===== src/rtl/ifetch_pkg.sv =====
// ifetch_pkg: shared types and constants for the instruction fetch unit.
//   fetch_state_t  : fetch FSM states
//   OPC_HALT       : opcode value of the halt instruction
//   OPC_MSB/OPC_LSB: opcode field bounds inside a 16-bit instruction word
//   ifetch_entry_t : prefetch FIFO entry {addr, word}
package ifetch_pkg;

  typedef enum logic [1:0] {
    IDLE    = 2'd0,
    REQ     = 2'd1,
    DISCARD = 2'd2
  } fetch_state_t;

  localparam logic [3:0] OPC_HALT = 4'hF;
  localparam int         OPC_MSB  = 15;
  localparam int         OPC_LSB  = 12;

  typedef struct packed {
    logic [15:0] addr;
    logic [15:0] word;
  } ifetch_entry_t;

  function automatic logic is_halt(input logic [15:0] word);
    return word[OPC_MSB:OPC_LSB] == OPC_HALT;
  endfunction

endpackage


===== src/rtl/instr_fetch_if.sv =====
// instr_fetch_if: memory-side and consumer-side handshakes of instr_fetch.
//   mem_req/mem_addr/mem_ack/mem_rdata : instruction memory req/ack bus
//   pc_load/pc_target                  : redirect from the PC logic
//   ir_ready/ir_valid/instruction/fetch_pc : head-word valid/ready handshake
// Modports: master = fetch unit, slave = memory + processor side.
interface instr_fetch_if #(parameter int AW = 16);
  logic          mem_req;
  logic [AW-1:0] mem_addr;
  logic          mem_ack;
  logic [15:0]   mem_rdata;
  logic          pc_load;
  logic [AW-1:0] pc_target;
  logic          ir_ready;
  logic          ir_valid;
  logic [15:0]   instruction;
  logic [AW-1:0] fetch_pc;

  modport master (
    output mem_req, mem_addr, ir_valid, instruction, fetch_pc,
    input  mem_ack, mem_rdata, pc_load, pc_target, ir_ready
  );

  modport slave (
    input  mem_req, mem_addr, ir_valid, instruction, fetch_pc,
    output mem_ack, mem_rdata, pc_load, pc_target, ir_ready
  );
endinterface


===== src/rtl/ifetch_fifo.sv =====
// ifetch_fifo: synchronous prefetch FIFO of {addr, word} entries.
//   clk, rst_n : clock, asynchronous active-low reset
//   push, din  : write an entry (accepted when not full, or full with pop)
//   pop        : drop the head entry (ignored when empty)
//   flush      : empty the FIFO; beats push and pop
//   head       : current head entry
//   count, full, empty : occupancy
module ifetch_fifo import ifetch_pkg::*; #(
  parameter int DEPTH = 4
) (
  input  logic                     clk,
  input  logic                     rst_n,
  input  logic                     push,
  input  logic                     pop,
  input  logic                     flush,
  input  ifetch_entry_t            din,
  output ifetch_entry_t            head,
  output logic [$clog2(DEPTH):0]   count,
  output logic                     full,
  output logic                     empty
);
  localparam int PW = $clog2(DEPTH);
  localparam logic [PW:0] FULL_CNT = (PW+1)'(DEPTH);

  ifetch_entry_t mem [DEPTH];
  logic [PW-1:0] rd_ptr;
  logic [PW-1:0] wr_ptr;
  logic          do_push;
  logic          do_pop;

  assign empty   = (count == '0);
  assign full    = (count == FULL_CNT);
  assign do_pop  = pop && !empty;
  assign do_push = push && (!full || do_pop);
  assign head    = mem[rd_ptr];

  always_ff @(posedge clk or negedge rst_n) begin
    if (!rst_n) begin
      rd_ptr <= '0;
      wr_ptr <= '0;
      count  <= '0;
      for (int i = 0; i < DEPTH; i++) mem[i] <= '0;
    end else if (flush) begin
      rd_ptr <= '0;
      wr_ptr <= '0;
      count  <= '0;
    end else begin
      if (do_push) begin
        mem[wr_ptr] <= din;
        wr_ptr      <= wr_ptr + 1'b1;
      end
      if (do_pop) rd_ptr <= rd_ptr + 1'b1;
      if (do_push && !do_pop)      count <= count + 1'b1;
      else if (!do_push && do_pop) count <= count - 1'b1;
    end
  end
endmodule


===== src/rtl/instr_fetch.sv =====
// instr_fetch: sequential instruction prefetch unit with redirect flush.
//   CLOCK_50 : clock, all state on rising edge
//   reset    : asynchronous active-low reset
//   bus      : instr_fetch_if.master (memory req/ack, redirect, IR handshake)
// Optional build macro IFETCH_HALT_STOP_EN: a fetched halt opcode stops
// further requests until the next redirect; the halt word is still delivered.
//
// state   | meaning
// IDLE    | no request outstanding; waits for FIFO credit
// REQ     | request to mem_addr outstanding; data is kept
// DISCARD | request outstanding but redirected; data is dropped on ack
module instr_fetch import ifetch_pkg::*; #(
  parameter int DEPTH = 4,
  parameter int AW    = 16
) (
  input  logic         CLOCK_50,
  input  logic         reset,
  instr_fetch_if.master bus
);
  localparam int CW = $clog2(DEPTH) + 1;
  localparam logic [CW-1:0] DEPTH_C = CW'(DEPTH);

  fetch_state_t  state;
  logic          mem_req_q;
  logic [AW-1:0] mem_addr_q;
  logic [AW-1:0] fpc;
  logic [AW-1:0] fpc_next;
  logic [CW-1:0] count;
  logic [CW-1:0] count_next;
  logic          full;
  logic          empty;
  logic          push;
  logic          pop;
  logic          halt_next;
  logic          credit_next;
  ifetch_entry_t head;
  ifetch_entry_t din;

  // Only REQ keeps returned data; a redirect in the ack cycle drops it.
  assign push = (state == REQ) && bus.mem_ack && !bus.pc_load && (!full || pop);
  assign pop  = !empty && bus.ir_ready && !bus.pc_load;
  assign din  = '{addr: 16'(mem_addr_q), word: bus.mem_rdata};

  ifetch_fifo #(.DEPTH(DEPTH)) u_fifo (
    .clk   (CLOCK_50),
    .rst_n (reset),
    .push  (push),
    .pop   (pop),
    .flush (bus.pc_load),
    .din   (din),
    .head  (head),
    .count (count),
    .full  (full),
    .empty (empty)
  );

  always_comb begin
    count_next = count;
    fpc_next   = fpc;
    if (bus.pc_load) begin
      count_next = '0;
      fpc_next   = bus.pc_target;
    end else begin
      if (push && !pop)      count_next = count + 1'b1;
      else if (!push && pop) count_next = count - 1'b1;
      if (push) fpc_next = fpc + 1'b1;
    end
  end

`ifdef IFETCH_HALT_STOP_EN
  logic halted;
  assign halt_next = bus.pc_load ? 1'b0 :
                     (push && is_halt(bus.mem_rdata)) ? 1'b1 : halted;
  always_ff @(posedge CLOCK_50 or negedge reset) begin
    if (!reset) halted <= 1'b0;
    else        halted <= halt_next;
  end
`else
  assign halt_next = 1'b0;
`endif

  // Credit is judged on next-cycle occupancy, so a new request never
  // overcommits the FIFO even while a pop or push lands this cycle.
  assign credit_next = (count_next < DEPTH_C) && !halt_next;

  always_ff @(posedge CLOCK_50 or negedge reset) begin
    if (!reset) begin
      state      <= IDLE;
      mem_req_q  <= 1'b0;
      mem_addr_q <= '0;
      fpc        <= '0;
    end else begin
      fpc <= fpc_next;
      case (state)
        IDLE: begin
          if (credit_next) begin
            state      <= REQ;
            mem_req_q  <= 1'b1;
            mem_addr_q <= fpc_next;
          end
        end
        REQ: begin
          if (bus.mem_ack) begin
            if (!bus.pc_load && credit_next) begin
              mem_addr_q <= fpc_next;
            end else begin
              state     <= IDLE;
              mem_req_q <= 1'b0;
            end
          end else if (bus.pc_load) begin
            state <= DISCARD;
          end
        end
        DISCARD: begin
          if (bus.mem_ack) begin
            if (credit_next) begin
              state      <= REQ;
              mem_addr_q <= fpc_next;
            end else begin
              state     <= IDLE;
              mem_req_q <= 1'b0;
            end
          end
        end
        default: begin
          state     <= IDLE;
          mem_req_q <= 1'b0;
        end
      endcase
    end
  end

  assign bus.mem_req     = mem_req_q;
  assign bus.mem_addr    = mem_addr_q;
  assign bus.ir_valid    = !empty;
  assign bus.instruction = empty ? 16'h0000 : head.word;
  assign bus.fetch_pc    = empty ? '0 : AW'(head.addr);
endmodule


===== src/flat_wrapper.sv =====
// flat-port wrapper written by rule: the top's interface ports become plain ports
module instr_fetch_flat import ifetch_pkg::*;
#(
  parameter int DEPTH = 4,
  parameter int AW    = 16
)
  (CLOCK_50, reset, bus_mem_req, bus_mem_addr, bus_ir_valid, bus_instruction, bus_fetch_pc, bus_mem_ack, bus_mem_rdata, bus_pc_load, bus_pc_target, bus_ir_ready);
  instr_fetch_if #(.AW(AW)) bus_i ();
  input  logic CLOCK_50;
  input  logic reset;
  output wire logic [$bits(bus_i.mem_req)-1:0] bus_mem_req;
  output wire logic [$bits(bus_i.mem_addr)-1:0] bus_mem_addr;
  output wire logic [$bits(bus_i.ir_valid)-1:0] bus_ir_valid;
  output wire logic [$bits(bus_i.instruction)-1:0] bus_instruction;
  output wire logic [$bits(bus_i.fetch_pc)-1:0] bus_fetch_pc;
  input wire logic [$bits(bus_i.mem_ack)-1:0] bus_mem_ack;
  input wire logic [$bits(bus_i.mem_rdata)-1:0] bus_mem_rdata;
  input wire logic [$bits(bus_i.pc_load)-1:0] bus_pc_load;
  input wire logic [$bits(bus_i.pc_target)-1:0] bus_pc_target;
  input wire logic [$bits(bus_i.ir_ready)-1:0] bus_ir_ready;
  assign bus_mem_req = bus_i.mem_req;
  assign bus_mem_addr = bus_i.mem_addr;
  assign bus_ir_valid = bus_i.ir_valid;
  assign bus_instruction = bus_i.instruction;
  assign bus_fetch_pc = bus_i.fetch_pc;
  assign bus_i.mem_ack = bus_mem_ack;
  assign bus_i.mem_rdata = bus_mem_rdata;
  assign bus_i.pc_load = bus_pc_load;
  assign bus_i.pc_target = bus_pc_target;
  assign bus_i.ir_ready = bus_ir_ready;
  instr_fetch #(.DEPTH(DEPTH), .AW(AW)) u_core (.CLOCK_50(CLOCK_50), .reset(reset), .bus(bus_i));
endmodule

===== config.mk =====
export PLATFORM = sky130hd
export DESIGN_NAME = instr_fetch_flat
export DESIGN_NICKNAME = d
export VERILOG_FILES = /design/src/rtl/ifetch_pkg.sv /design/src/rtl/instr_fetch_if.sv /design/src/rtl/ifetch_fifo.sv /design/src/rtl/instr_fetch.sv /design/src/flat_wrapper.sv
export SDC_FILE = /design/constraint.sdc
export NUM_CORES = 1
export LEC_CHECK = 0
export CELL_PAD_IN_SITES_DETAIL_PLACEMENT = 1
export CELL_PAD_IN_SITES_GLOBAL_PLACEMENT = 2
export CORE_ASPECT_RATIO = 0.5
export CORE_UTILIZATION = 43
export DETAILED_ROUTE_END_ITERATION = 6
export GPL_TIMING_DRIVEN = 1
export MAX_ROUTING_LAYER = met4
export PLACE_DENSITY_LB_ADDON = 0.1
export SETUP_SLACK_MARGIN = 0.5
export SYNTH_ARGS = -nofsm -noshare
export SYNTH_HDL_FRONTEND = slang
export SYNTH_SLANG_ARGS = --single-unit

===== constraint.sdc =====
create_clock -name CLOCK_50 -period 7.52 [get_ports CLOCK_50]
set_clock_uncertainty 0.2 [all_clocks]
set_input_delay 1.504 -clock CLOCK_50 [delete_from_list [all_inputs] [get_ports CLOCK_50]]
set_output_delay 1.504 -clock CLOCK_50 [all_outputs]
set_load 0.005 [all_outputs]

==> summary.txt <==
Run status: complete, no violations
P_leak: 4.17 nW
Post-synth EDFFs: 0
1st-iter DRT viols: 211
Number of max-cap violations: 0
Core Util, Final: 0.541
Main synth FF type: dfrtp_1
CTS Hold Bufs: 0
Routed WL per cell: 19.8 um
Clk_lat worst skew: 0.42 ns
Post-Syn Instances: 568
Slew Limit Fails: 0
Pin slew with the least headroom to its limit: 1.05 ns
Synthesized area: 0.00795 mm2
Switching power share of the total: 0.299
Layout area overhead: 20.7%
Share of post-route cells with drive strength above 1: 0.338
Critical Path End Type: primary output
Total power: 3.63 mW
YS warnings: 0
Post-Route WL: 17700 um
Register area share after synthesis: 0.535
Row cnt: 34
TNS Setup: 0 ns
Vias per inst: 5.43
Worst ir drop on vdd: 0.170 mV
Fraction of registers with async set/reset: 1.00
Crit Path Max Fanout: 29
Clock root buffer: clkbuf_16
RePlAce Congestion: 0.761
Clock Power Share: 0.237
Worst setup path class: reg2out
Antenna violations before repair: 0
Fin area: 0.00959 mm2
Max_slew headroom: 0.300
Net Switching: 1.08 mW
Clock slew at reported path FFs: 0.06 ns
Endpoints failing setup: 0
H-tree depth: 4
RSZ-0062 raised after global routing: no
Vias after detailed routing: 4853
Starting Density: 0.448
Die span in x: 194 um
DRC Markers: 0
NumNets Final: 691
Post-CTS Setup Repair Bufs: 0
CTS tree: built
WHS Path Cells: 1
Grt ovf: 0
Comb pwr share: 0.357
R2r worst-path depth: 7
Fin Hold WS: 0.303 ns
Largest net degree at the start of global routing: 77
DIE AREA: 0.0191 mm2
First-pass GRT wire length: 29400 um
Netlist cell types: 46
Pre-antenna DRT Iters: 4
Synthesis-stage register bit count: 170
Endpoints failing hold: 0
Area after DPL: 0.00901 mm2
CTS resizes: 0
Ant. Diodes: 0
Max Freq: 227 MHz
Vias in the first global route: 5180
Num CTS Buffers: 17
Power density over cell area: 379 mW/mm2
Die Ht: 98.1 um
Overall global routing resource usage: 0.209
Setup crit start kind: flop
Fin crit share: 0.586
WP data arrival: 2.70 ns
Syn_nets: 613
Mean post-synth cell area: 14.0 um2
IO Count: 87
Hold/Removal Path Class: reg2reg
Port Buf Inserts: 86
Post-DP HPWL: 10900 um
Sequential power share: 0.406
Power Internal: 2.55 mW
Clock buffer depth: 2
Antenna Nets Post-Route: 0
Final min period: 4.41 ns
Worst endpoint required time: 5.82 ns
# clock sinks: 170
Core region area: 0.0177 mm2
-- registers in the layout, indices dropped and copies added (netlist names) --
name                  count
u_core.u_fifo.mem       128
u_core.bus.mem_addr      16
u_core.fpc               16
u_core.u_fifo.count       3
u_core.state              2
u_core.u_fifo.rd_ptr      2
u_core.u_fifo.wr_ptr      2
u_core.bus.mem_req        1
-- per-layer routing --
layer  global-route usage  routed length [um]  up-vias
li1                     -                   -     2234
met3               0.0383                 449       10
met1                0.300                9090     2542
met2                0.306                8010       67
met5                    -                   0        -
met4               0.0513                 108        0
-- final timing paths --
| check | from | end | slack [ns] |
|---|---|---|---|
| worst max-delay path | u_core.u_fifo.rd_ptr[0] | bus_instruction[0] | 3.11 |
| worst min-delay path | u_core.u_fifo.mem[62] | u_core.u_fifo.mem[62] | 0.30 |
| worst max register to register | u_core.u_fifo.count[0] | u_core.bus.mem_addr[4] | 4.60 |
| worst min register to register | u_core.u_fifo.mem[62] | u_core.u_fifo.mem[62] | 0.30 |
| max in group asynchronous | reset | u_core.fpc[14] | 4.95 |
| min in group asynchronous | reset | u_core.u_fifo.mem[99] | 0.81 |
-- final cells by class --
cell class,instances,area [um2]
Inverter,10,37.5
Sequential cell,170,4260
Clock inverter,11,111
Tap cell,234,293
Multi-Input combinational cell,352,3500
Clock buffer,21,470
Fill cell,1731,8150
Timing Repair Buffer,95,930
-- power groups by stage --
| stage | clock [mW] | combinational [mW] | sequential, mW |
|---|---|---|---|
| 2_1_floorplan | 0 | 0.841 | 1.38 |
| 3_3_place_gp | 0 | 1.30 | 1.47 |
| 3_5_place_dp | 0 | 1.32 | 1.49 |
| 4_1_cts | 0.887 | 1.33 | 1.47 |
| 5_1_grt | 0.927 | 1.41 | 1.53 |
| 6_report | 0.862 | 1.30 | 1.47 |
-- through the flow --
stage	std cells	worst slack (ns)
floorplan	568	3.93
CTS	893	3.04
detailed placement	861	3.01
global route	893	2.95
global placement	861	3.02
finish	893	3.11
-- worst max-delay path: stages, from the launching register on --
cell             delay (ns)
dfrtp_2                0.47
buf_4                  0.57
mux4_2                 0.58
and2_1                 0.17
clkdlybuf4s50_1        0.49
-- layout by cell type, fill, tap and decap left out, types with 10 or more instances in the layout --
master | Yosys | routed
o21ai_0 | 13 | 13
clkdlybuf4s50_1 | 0 | 85
nor2_1 | 16 | 16
mux2_2 | 143 | 143
and2_1 | 33 | 33
nand2_1 | 17 | 17
mux4_2 | 32 | 32
dfrtp_1 | 170 | 169
a31oi_1 | 10 | 10
clkbuf_16 | 0 | 17
-- kinds of logic (layout without fill, tap and decap cells) --
logic type	Yosys count	in the layout	share of synthesized area
compound gates	46	46	0.0376
xor+xnor	12	12	0.0132
fa+ha+maj	10	10	0.0151
buf+inv	46	137	0.0255
flops	170	170	0.535
mux	179	179	0.299
simple gates	105	105	0.0749
-- synthesized netlist by cell type, types with 3 or more instances --
cell type	n	share of area
ha_1	8	0.013
xnor2_1	9	0.0099
or4_1	8	0.0076
and2_1	33	0.026
nand3_1	9	0.0057
clkbuf_1	15	0.0071
xor2_1	3	0.0033
or3_1	3	0.0024
a31oi_1	10	0.0079
dfrtp_1	170	0.54
nor3_1	3	0.0019
inv_1	9	0.0042
mux4_2	32	0.091
buf_1	4	0.0019
a21oi_1	5	0.0031
o31ai_1	7	0.0066
nor2_1	16	0.0076
nand2b_1	3	0.0024
nor4_1	3	0.0024
mux2_2	143	0.20
o21ai_0	13	0.0082
nand2_1	17	0.0080
buf_2	15	0.0094
Power figures use the tool's default switching activity.
